==> config.mk <==
export PLATFORM = sky130hd
export DESIGN_NAME = store_buffer_flat
export DESIGN_NICKNAME = d
export VERILOG_FILES = /design/src/rtl/store_buffer_pkg.sv /design/src/rtl/store_buffer_if.sv /design/src/rtl/store_buffer_be_lane_merge.sv /design/src/rtl/store_buffer.sv /design/src/flat_wrapper.sv
export SDC_FILE = /design/constraint.sdc
export NUM_CORES = 1
export LEC_CHECK = 0
export CAP_MARGIN = 20
export CORE_ASPECT_RATIO = 1.75
export CORE_MARGIN = 3
export CORE_UTILIZATION = 56
export DETAILED_ROUTE_END_ITERATION = 12
export PLACE_DENSITY = 0.8
export SYNTH_ARGS = -nofsm -noshare
export SYNTH_HDL_FRONTEND = slang
export SYNTH_SLANG_ARGS = --single-unit
==> constraint.sdc <==
create_clock -name clk -period 9.7 [get_ports clk]
set_input_delay 1.455 -clock clk [delete_from_list [all_inputs] [get_ports clk]]
set_output_delay 1.455 -clock clk [all_outputs]
set_load 0.03 [all_outputs]
==> src/rtl/store_buffer_pkg.sv <==
// Shared types and constants for the posted-write store buffer.
package store_buffer_pkg;

  localparam int unsigned SB_DEPTH = 4;

  localparam logic [3:0] BE_WORD    = 4'b1111;
  localparam logic [3:0] BE_HALF_LO = 4'b0011;
  localparam logic [3:0] BE_HALF_HI = 4'b1100;
  localparam logic [3:0] BE_NONE    = 4'b0000;

  typedef struct packed {
    logic [29:0] word_addr;
    logic [31:0] data;
    logic [3:0]  be;
    logic [31:0] pc;
  } sb_entry_t;

  function automatic logic [29:0] word_of(input logic [31:0] byte_addr);
    return byte_addr[31:2];
  endfunction

endpackage

==> src/rtl/store_buffer_if.sv <==
// Store, load-probe and memory-drain signals of the store buffer.
interface store_buffer_if
  import store_buffer_pkg::*;
#(
  parameter int unsigned DEPTH = SB_DEPTH
);
  localparam int unsigned CW = $clog2(DEPTH) + 1;

  logic          st_valid;
  logic [31:0]   st_addr;
  logic [31:0]   st_wdata;
  logic [3:0]    st_be;
  logic [31:0]   st_pc;
  logic          st_ready;
  logic          ld_valid;
  logic [31:0]   ld_addr;
  logic          ld_hazard;
  logic          mem_req;
  logic [31:0]   mem_addr;
  logic [31:0]   mem_wdata;
  logic [3:0]    mem_be;
  logic [31:0]   mem_pc;
  logic          mem_ack;
  logic          empty;
  logic [CW-1:0] count;

  modport master (
    output st_valid, st_addr, st_wdata, st_be, st_pc, ld_valid, ld_addr, mem_ack,
    input  st_ready, ld_hazard, mem_req, mem_addr, mem_wdata, mem_be, mem_pc,
           empty, count
  );

  modport slave (
    input  st_valid, st_addr, st_wdata, st_be, st_pc, ld_valid, ld_addr, mem_ack,
    output st_ready, ld_hazard, mem_req, mem_addr, mem_wdata, mem_be, mem_pc,
           empty, count
  );

endinterface

==> src/rtl/store_buffer_be_lane_merge.sv <==
// Byte-lane merge of a new store onto an existing entry.
module be_lane_merge
  import store_buffer_pkg::*;
(
  input  logic [31:0] old_data_i,
  input  logic [3:0]  old_be_i,
  input  logic [31:0] new_data_i,
  input  logic [3:0]  new_be_i,
  output logic [31:0] merged_data_o,
  output logic [3:0]  merged_be_o
);

  always_comb begin
    merged_data_o = old_data_i;
    for (int unsigned i = 0; i < 4; i++) begin
      if (new_be_i[i]) merged_data_o[8*i +: 8] = new_data_i[8*i +: 8];
    end
    merged_be_o = (old_be_i | new_be_i) & BE_WORD;
  end

endmodule

==> src/rtl/store_buffer.sv <==
// Posted-write FIFO with tail merging, load hazard detection and req/ack drain.
module store_buffer
  import store_buffer_pkg::*;
#(
  parameter int unsigned DEPTH = SB_DEPTH
)(
  input  logic         clk,
  input  logic         reset,
  store_buffer_if.slave sb
);

  localparam int unsigned PW = $clog2(DEPTH);
  localparam int unsigned CW = PW + 1;

  logic [PW-1:0]    rd_ptr_q, rd_ptr_d;
  logic [PW-1:0]    wr_ptr_q, wr_ptr_d;
  logic [PW-1:0]    tail_idx;
  logic [CW-1:0]    count_q, count_d;
  logic [DEPTH-1:0] valid_q, valid_d;
  sb_entry_t        ram_q [DEPTH];
  sb_entry_t        head, tail;

  logic        st_act, not_full, merge_hit, push, pop, ld_hit, occupied;
  logic [31:0] merged_data;
  logic [3:0]  merged_be;
  logic [3:0]  unused_addr_lsbs;

  assign unused_addr_lsbs = {sb.st_addr[1:0], sb.ld_addr[1:0]};

  assign tail_idx = wr_ptr_q - PW'(1);
  assign tail     = ram_q[tail_idx];
  assign head     = ram_q[rd_ptr_q];
  assign occupied = (count_q != '0);

  // The lone entry sits on the memory port, so merging needs at least two.
  assign st_act    = sb.st_valid && (sb.st_be != BE_NONE);
  assign not_full  = (count_q < CW'(DEPTH));
  assign merge_hit = st_act && (count_q >= CW'(2))
                     && (tail.word_addr == word_of(sb.st_addr));
  assign push      = st_act && !merge_hit && not_full;
  assign pop       = sb.mem_ack && occupied;

  be_lane_merge u_merge (
    .old_data_i    (tail.data),
    .old_be_i      (tail.be),
    .new_data_i    (sb.st_wdata),
    .new_be_i      (sb.st_be),
    .merged_data_o (merged_data),
    .merged_be_o   (merged_be)
  );

  always_comb begin
    rd_ptr_d = rd_ptr_q;
    wr_ptr_d = wr_ptr_q;
    count_d  = count_q;
    valid_d  = valid_q;
    if (pop) begin
      rd_ptr_d           = rd_ptr_q + PW'(1);
      valid_d[rd_ptr_q]  = 1'b0;
    end
    if (push) begin
      wr_ptr_d           = wr_ptr_q + PW'(1);
      valid_d[wr_ptr_q]  = 1'b1;
    end
    case ({push, pop})
      2'b10:   count_d = count_q + CW'(1);
      2'b01:   count_d = count_q - CW'(1);
      default: count_d = count_q;
    endcase
  end

  always_ff @(posedge clk or posedge reset) begin
    if (reset) begin
      rd_ptr_q <= '0;
      wr_ptr_q <= '0;
      count_q  <= '0;
      valid_q  <= '0;
    end else begin
      rd_ptr_q <= rd_ptr_d;
      wr_ptr_q <= wr_ptr_d;
      count_q  <= count_d;
      valid_q  <= valid_d;
    end
  end

  // Entry storage carries no reset; valid_q alone qualifies its contents.
  always_ff @(posedge clk) begin
    if (push) begin
      ram_q[wr_ptr_q] <= '{word_addr: word_of(sb.st_addr), data: sb.st_wdata,
                           be: sb.st_be, pc: sb.st_pc};
    end else if (merge_hit) begin
      ram_q[tail_idx].data <= merged_data;
      ram_q[tail_idx].be   <= merged_be;
      ram_q[tail_idx].pc   <= sb.st_pc;
    end
  end

  always_comb begin
    ld_hit = 1'b0;
    for (int unsigned i = 0; i < DEPTH; i++) begin
      if (valid_q[i] && (ram_q[i].word_addr == word_of(sb.ld_addr))) ld_hit = 1'b1;
    end
  end

  assign sb.ld_hazard = sb.ld_valid && ld_hit;
  assign sb.st_ready  = not_full || merge_hit || (sb.st_be == BE_NONE);
  assign sb.mem_req   = occupied;
  assign sb.empty     = !occupied;
  assign sb.count     = count_q;
  assign sb.mem_addr  = occupied ? {head.word_addr, 2'b00} : '0;
  assign sb.mem_wdata = occupied ? head.data : '0;
  assign sb.mem_be    = occupied ? head.be   : '0;
  assign sb.mem_pc    = occupied ? head.pc   : '0;

endmodule

==> src/flat_wrapper.sv <==
// flat-port wrapper written by rule: the top's interface ports become plain ports
module store_buffer_flat import store_buffer_pkg::*;
#(
  parameter int unsigned DEPTH = SB_DEPTH
)
  (clk, reset, sb_st_valid, sb_st_addr, sb_st_wdata, sb_st_be, sb_st_pc, sb_ld_valid, sb_ld_addr, sb_mem_ack, sb_st_ready, sb_ld_hazard, sb_mem_req, sb_mem_addr, sb_mem_wdata, sb_mem_be, sb_mem_pc, sb_empty, sb_count);
  store_buffer_if #(.DEPTH(DEPTH)) sb_i ();
  input  logic clk;
  input  logic reset;
  input wire logic [$bits(sb_i.st_valid)-1:0] sb_st_valid;
  input wire logic [$bits(sb_i.st_addr)-1:0] sb_st_addr;
  input wire logic [$bits(sb_i.st_wdata)-1:0] sb_st_wdata;
  input wire logic [$bits(sb_i.st_be)-1:0] sb_st_be;
  input wire logic [$bits(sb_i.st_pc)-1:0] sb_st_pc;
  input wire logic [$bits(sb_i.ld_valid)-1:0] sb_ld_valid;
  input wire logic [$bits(sb_i.ld_addr)-1:0] sb_ld_addr;
  input wire logic [$bits(sb_i.mem_ack)-1:0] sb_mem_ack;
  output wire logic [$bits(sb_i.st_ready)-1:0] sb_st_ready;
  output wire logic [$bits(sb_i.ld_hazard)-1:0] sb_ld_hazard;
  output wire logic [$bits(sb_i.mem_req)-1:0] sb_mem_req;
  output wire logic [$bits(sb_i.mem_addr)-1:0] sb_mem_addr;
  output wire logic [$bits(sb_i.mem_wdata)-1:0] sb_mem_wdata;
  output wire logic [$bits(sb_i.mem_be)-1:0] sb_mem_be;
  output wire logic [$bits(sb_i.mem_pc)-1:0] sb_mem_pc;
  output wire logic [$bits(sb_i.empty)-1:0] sb_empty;
  output wire logic [$bits(sb_i.count)-1:0] sb_count;
  assign sb_i.st_valid = sb_st_valid;
  assign sb_i.st_addr = sb_st_addr;
  assign sb_i.st_wdata = sb_st_wdata;
  assign sb_i.st_be = sb_st_be;
  assign sb_i.st_pc = sb_st_pc;
  assign sb_i.ld_valid = sb_ld_valid;
  assign sb_i.ld_addr = sb_ld_addr;
  assign sb_i.mem_ack = sb_mem_ack;
  assign sb_st_ready = sb_i.st_ready;
  assign sb_ld_hazard = sb_i.ld_hazard;
  assign sb_mem_req = sb_i.mem_req;
  assign sb_mem_addr = sb_i.mem_addr;
  assign sb_mem_wdata = sb_i.mem_wdata;
  assign sb_mem_be = sb_i.mem_be;
  assign sb_mem_pc = sb_i.mem_pc;
  assign sb_empty = sb_i.empty;
  assign sb_count = sb_i.count;
  store_buffer #(.DEPTH(DEPTH)) u_core (.clk(clk), .reset(reset), .sb(sb_i));
endmodule
==> impl_results.html <==
<table>
<tr><th>Metric</th><th>Value</th></tr>
<tr><th colspan="2">Run status</th></tr>
<tr><td>Outcome</td><td>finished clean</td></tr>
<tr><th colspan="2">Worst setup path</th></tr>
<tr><td>Largest fanout of any net on the critical path</td><td>51</td></tr>
<tr><td>Worst Path Required</td><td>8250 ps</td></tr>
<tr><td>List of cells traversed by the critical path</td><td>inv_1, ha_4, buf_4, mux2i_1, a22oi_1, a21oi_1, nand4bb_1, nor4_1, nand3_1, nand3_1, clkdlybuf4s50_1</td></tr>
<tr><td>Cells on worst reg2reg path</td><td>13</td></tr>
<tr><td>Standard cell with the maximum stage delay on the critical path</td><td>dfrtp_4</td></tr>
<tr><td>Critical setup path kind</td><td>register to output pin</td></tr>
<tr><td>Buffers &amp; Inverters on Critical Path</td><td>3</td></tr>
<tr><td>Data arrival time of the worst path</td><td>6200 ps</td></tr>
<tr><td>Cell family with most CP delay</td><td>buffers and inverters</td></tr>
<tr><td>Max incr delay on CP</td><td>900 ps</td></tr>
<tr><td>Critical path startpoint category</td><td>register</td></tr>
<tr><td>R2r setup slk</td><td>2670 ps</td></tr>
<tr><td>Top cell by count, worst path</td><td>nand3_1</td></tr>
<tr><td>Endpoint kind of the worst setup timing path</td><td>output pin</td></tr>
<tr><td>Worst reg2reg path startpoint</td><td>u_core.wr_ptr_q[0]$_DFFE_PP0P_</td></tr>
<tr><td>Reg2reg end</td><td>u_core.ram_q[2][1]$_DFFE_PP_</td></tr>
<tr><th colspan="2">Route</th></tr>
<tr><td>Total wire length</td><td>51500 µm</td></tr>
<tr><td>Drt initial violations</td><td>726</td></tr>
<tr><td>Initial DRT Pass Iterations</td><td>5</td></tr>
<tr><td>Post-detailed-route count of antenna-violating nets</td><td>0</td></tr>
<tr><td>Overall via count from detail_route</td><td>11.3k</td></tr>
<tr><td>Per-cell via count in the routed design</td><td>6.13</td></tr>
<tr><td>Count of unresolved DRC violations after routing</td><td>0</td></tr>
<tr><td>Wirelength per Cell</td><td>27.8 µm</td></tr>
<tr><th colspan="2">Clock tree</th></tr>
<tr><td>Number of buffers added for setup after CTS</td><td>0</td></tr>
<tr><td>Clock edge transition at the registers on the reported setup and hold paths</td><td>70 ps</td></tr>
<tr><td>Clock tree from TritonCTS</td><td>done</td></tr>
<tr><td>Clock latency at the later pin of the worst-skew pair</td><td>530 ps</td></tr>
<tr><td>Number of clock buffers inserted by TritonCTS</td><td>36</td></tr>
<tr><td>Clock sink total</td><td>403</td></tr>
<tr><td>CTS hold repair buffers</td><td>0</td></tr>
<tr><td>Maximum count of clock buffers along a single path</td><td>3</td></tr>
<tr><td>H-Tree Level Count</td><td>2</td></tr>
<tr><td>Count of cells resized by post-cts repair</td><td>0</td></tr>
<tr><td>Library cell used as clock root buffer</td><td>clkbuf_16</td></tr>
<tr><th colspan="2">Floorplan</th></tr>
<tr><td>Number of ports placed on the die boundary</td><td>244</td></tr>
<tr><td>Standard-cell row count</td><td>91</td></tr>
<tr><td>Overall die height</td><td>257 µm</td></tr>
<tr><td>Placeable core area</td><td>0.0353 mm²</td></tr>
<tr><td>Die Area</td><td>0.0383 mm²</td></tr>
<tr><td>Starting utilization of the core area</td><td>56.9%</td></tr>
<tr><td>Horiz. Die Dim</td><td>149 µm</td></tr>
<tr><th colspan="2">Place</th></tr>
<tr><td>Port Buffers</td><td>237</td></tr>
<tr><td>Post-placement worst setup slack</td><td>2620 ps</td></tr>
<tr><td>Dpl hpwl</td><td>35300 µm</td></tr>
<tr><td>Routability congestion estimate from global placement</td><td>0.960</td></tr>
<tr><th colspan="2">Timing</th></tr>
<tr><td>Final worst clock skew</td><td>15.2 ps</td></tr>
<tr><td>Transition time of the tightest slew-check pin</td><td>1090 ps</td></tr>
<tr><td>Fmax</td><td>131 MHz</td></tr>
<tr><td>Final count of negative-setup-slack endpoints</td><td>0</td></tr>
<tr><td>Fin Setup TNS</td><td>0 ps</td></tr>
<tr><td>Number of hold violations in the final report</td><td>0</td></tr>
<tr><td>Final min period</td><td>7650 ps</td></tr>
<tr><td>Setup repair after global routing missed its margin</td><td>no</td></tr>
<tr><td>Setup slack of the critical path after layout</td><td>2050 ps</td></tr>
<tr><td>Part of the cycle the worst path needs</td><td>78.9%</td></tr>
<tr><td>Worst rel slew slack</td><td>27.1%</td></tr>
<tr><td>Final Slew Violations</td><td>0</td></tr>
<tr><th colspan="2">Synth</th></tr>
<tr><td>Total standard cell area after synthesis</td><td>0.0201 mm²</td></tr>
<tr><td>Cell types with the highest counts after synthesis</td><td>392 x edfxtp_1, 108 x xnor2_1, 106 x mux4_2</td></tr>
<tr><td>Cell taking the most area after synthesis</td><td>edfxtp_1</td></tr>
<tr><td>Top-count cell post-synth</td><td>edfxtp_1</td></tr>
<tr><td>Proportion of register bits with asynchronous set or reset after synthesis</td><td>2.73%</td></tr>
<tr><td>Sequential cell area fraction in the yosys report</td><td>60.0%</td></tr>
<tr><td>Synth area leaders</td><td>edfxtp_1 59%, mux4_2 12%, xnor2_1 4.7%</td></tr>
<tr><td>Primary flip-flop cell chosen by synthesis mapping</td><td>edfxtp_1</td></tr>
<tr><td>Number of synthesized register bits</td><td>403</td></tr>
<tr><td>Number of warnings printed during yosys synthesis</td><td>0</td></tr>
<tr><td>Mean instance size in the synthesized netlist</td><td>17.6 µm²</td></tr>
<tr><td>Count of different cell masters after synthesis</td><td>58</td></tr>
<tr><td>Number of synthesized flops with an enable pin</td><td>392</td></tr>
<tr><td>Synthesized instance count</td><td>1143</td></tr>
<tr><td>Top cell type's share of synthesized area</td><td>58.6%</td></tr>
<tr><th colspan="2">GRT</th></tr>
<tr><td>Antenna violations before repair</td><td>3</td></tr>
<tr><td>Largest net degree at the start of global routing</td><td>69</td></tr>
<tr><td>Overall fraction of global-route tracks in use</td><td>27.3%</td></tr>
<tr><td>Met2 global-route usage</td><td>47.6%</td></tr>
<tr><td>Met1 track demand over resource in global routing</td><td>32.0%</td></tr>
<tr><td>Fraction of met3 tracks used by global routing</td><td>3.87%</td></tr>
<tr><td>Grt ovf</td><td>0</td></tr>
<tr><td>Most heavily used metal layer in global routing</td><td>met2</td></tr>
<tr><td>Global-route wire length before repair</td><td>77300 µm</td></tr>
<tr><td>Vias in the first global route</td><td>12.3k</td></tr>
<tr><th colspan="2">Power and ir drop</th></tr>
<tr><td>Power per cell area</td><td>312 mW/mm²</td></tr>
<tr><td>Leakage</td><td>7.88 nW</td></tr>
<tr><td>Highest ir drop seen on vdd</td><td>0.321 mV</td></tr>
<tr><th colspan="2">Cells and area</th></tr>
<tr><td>Final cell utilization of the core</td><td>67.8%</td></tr>
<tr><td>Area grow syn2layout</td><td>19.2%</td></tr>
<tr><td>Final-stage net count</td><td>1504</td></tr>
<tr><td>Proportion of layout cells with a drive suffix above 1</td><td>18.7%</td></tr>
<tr><th colspan="2">Hold path</th></tr>
<tr><td>WHS Endpoint</td><td>u_core.sb.count[0]$_DFFE_PP0P_</td></tr>
<tr><td>Instance count along the most critical hold path</td><td>1</td></tr>
<tr><td>Min-delay worst type</td><td>register to register</td></tr>
<tr><td>Hold_sp</td><td>u_core.sb.count[0]$_DFFE_PP0P_</td></tr>
<tr><th colspan="2">Flow run</th></tr>
<tr><td>Max-cap violations</td><td>0</td></tr>
</table>
## metal layers
metal  part of all wire, %  up-vias
met5                 0.025        -
li1                      -     4926
met3                   5.4      129
met4                   6.9        2
met1                    34     5826
met2                    54      455
## where the power goes
| part | leakage [nW] | internal (mW) | switching [mW] |
|---|---|---|---|
| Clock | 0.530 | 0.749 | 0.598 |
| Combinational | 3.66 | 1.71 | 1.99 |
| Sequential | 3.69 | 2.18 | 0.242 |
| Total | 7.88 | 4.65 | 2.83 |
## kinds of logic (layout without fill, tap and decap cells)
logic type	count (synthesis)	count (layout)	synth area share [%]
fa+ha+maj	10	10	0.660
compound gates	33	33	1.17
buf+inv	94	332	2.37
other cells	1	4	0.0187
mux	215	215	21.3
flops	403	403	60.0
xor+xnor	163	163	7.18
simple gates	224	224	7.28
## cell type report
cell class | count | area [µm²]
diodes | 2 | 5.00
clock buffers | 42 | 945
clock inverters | 21 | 145
fillers | 2362 | 11400
inverters | 15 | 57.6
multi-input cells | 647 | 7640
flip-flops and latches | 403 | 12100
well taps | 465 | 582
repair buffers | 254 | 2500
## worst max path at each step
stage,startpoint,end,slack [ps],cells past startpoint
after CTS,u_core.wr_ptr_q[0]$_DFFE_PP0P_,sb_st_ready,2030,11
final,u_core.wr_ptr_q[0]$_DFFE_PP0P_,sb_st_ready,2050,11
after global placement,u_core.wr_ptr_q[0]$_DFFE_PP0P_,sb_st_ready,2620,11
after floorplan,u_core.wr_ptr_q[0]$_DFFE_PP0P_,u_core.ram_q[2][0]$_DFFE_PP_,1200,17
after global routing,u_core.wr_ptr_q[0]$_DFFE_PP0P_,sb_st_ready,1600,11
after detailed placement,u_core.wr_ptr_q[0]$_DFFE_PP0P_,sb_st_ready,2620,11
## worst reg2reg max path, stage by stage (launching register included)
cell and delay (ps):
dfrtp_4 900, inv_1 500, ha_4 850, buf_4 800, mux2i_1 250, a22oi_1 230
a21oi_1 100, nand4bb_1 230, nor4_1 610, nand3_1 340, buf_4 400, or3_1 440
o21ai_4 70, buf_4 780
## flip-flops by register name, indices dropped and copies added (netlist names)
name,cells
u_core.sb.count,3
u_core.wr_ptr_q,2
u_core.ram_q,392
u_core.rd_ptr_q,2
u_core.valid_q,4
## cell usage in the layout, fill, tap and decap left out, types with 3 or more instances in the layout
| master | n |
|---|---|
| mux4_2 | 106 |
| a31oi_1 | 3 |
| o21ai_0 | 7 |
| mux4_4 | 32 |
| nor4_1 | 19 |
| nor2_1 | 4 |
| a21oi_1 | 3 |
| nor2_8 | 4 |
| mux2i_1 | 32 |
| buf_4 | 17 |
| nor2b_1 | 99 |
| clkinv_1 | 13 |
| clkbuf_16 | 37 |
| clkdlybuf4s50_1 | 237 |
| inv_1 | 14 |
| clkinv_2 | 5 |
| o21bai_1 | 3 |
| nand2_1 | 12 |
| dfrtp_4 | 3 |
| xnor2_1 | 108 |
| and2_1 | 31 |
| edfxtp_1 | 392 |
| a22o_1 | 4 |
| mux2_4 | 32 |
| nor3_1 | 6 |
| dfrtp_1 | 8 |
| ha_1 | 8 |
| clkbuf_1 | 5 |
| nand3_1 | 6 |
| nand4_1 | 28 |
| xor2_1 | 53 |
| mux4_1 | 10 |
## through the flow
stage               instances  power (mW)  hold slack (ps)  cell area, µm²
floorplan                1144        4.96              466           20100
global placement         1784        6.16              482           22800
detailed placement       1784        6.18              479           22800
CTS                      1847        7.54              494           23900
global route             1849        7.79              522           23900
finish                   1849        7.47              488           23900
Power figures use the tool's default switching activity.
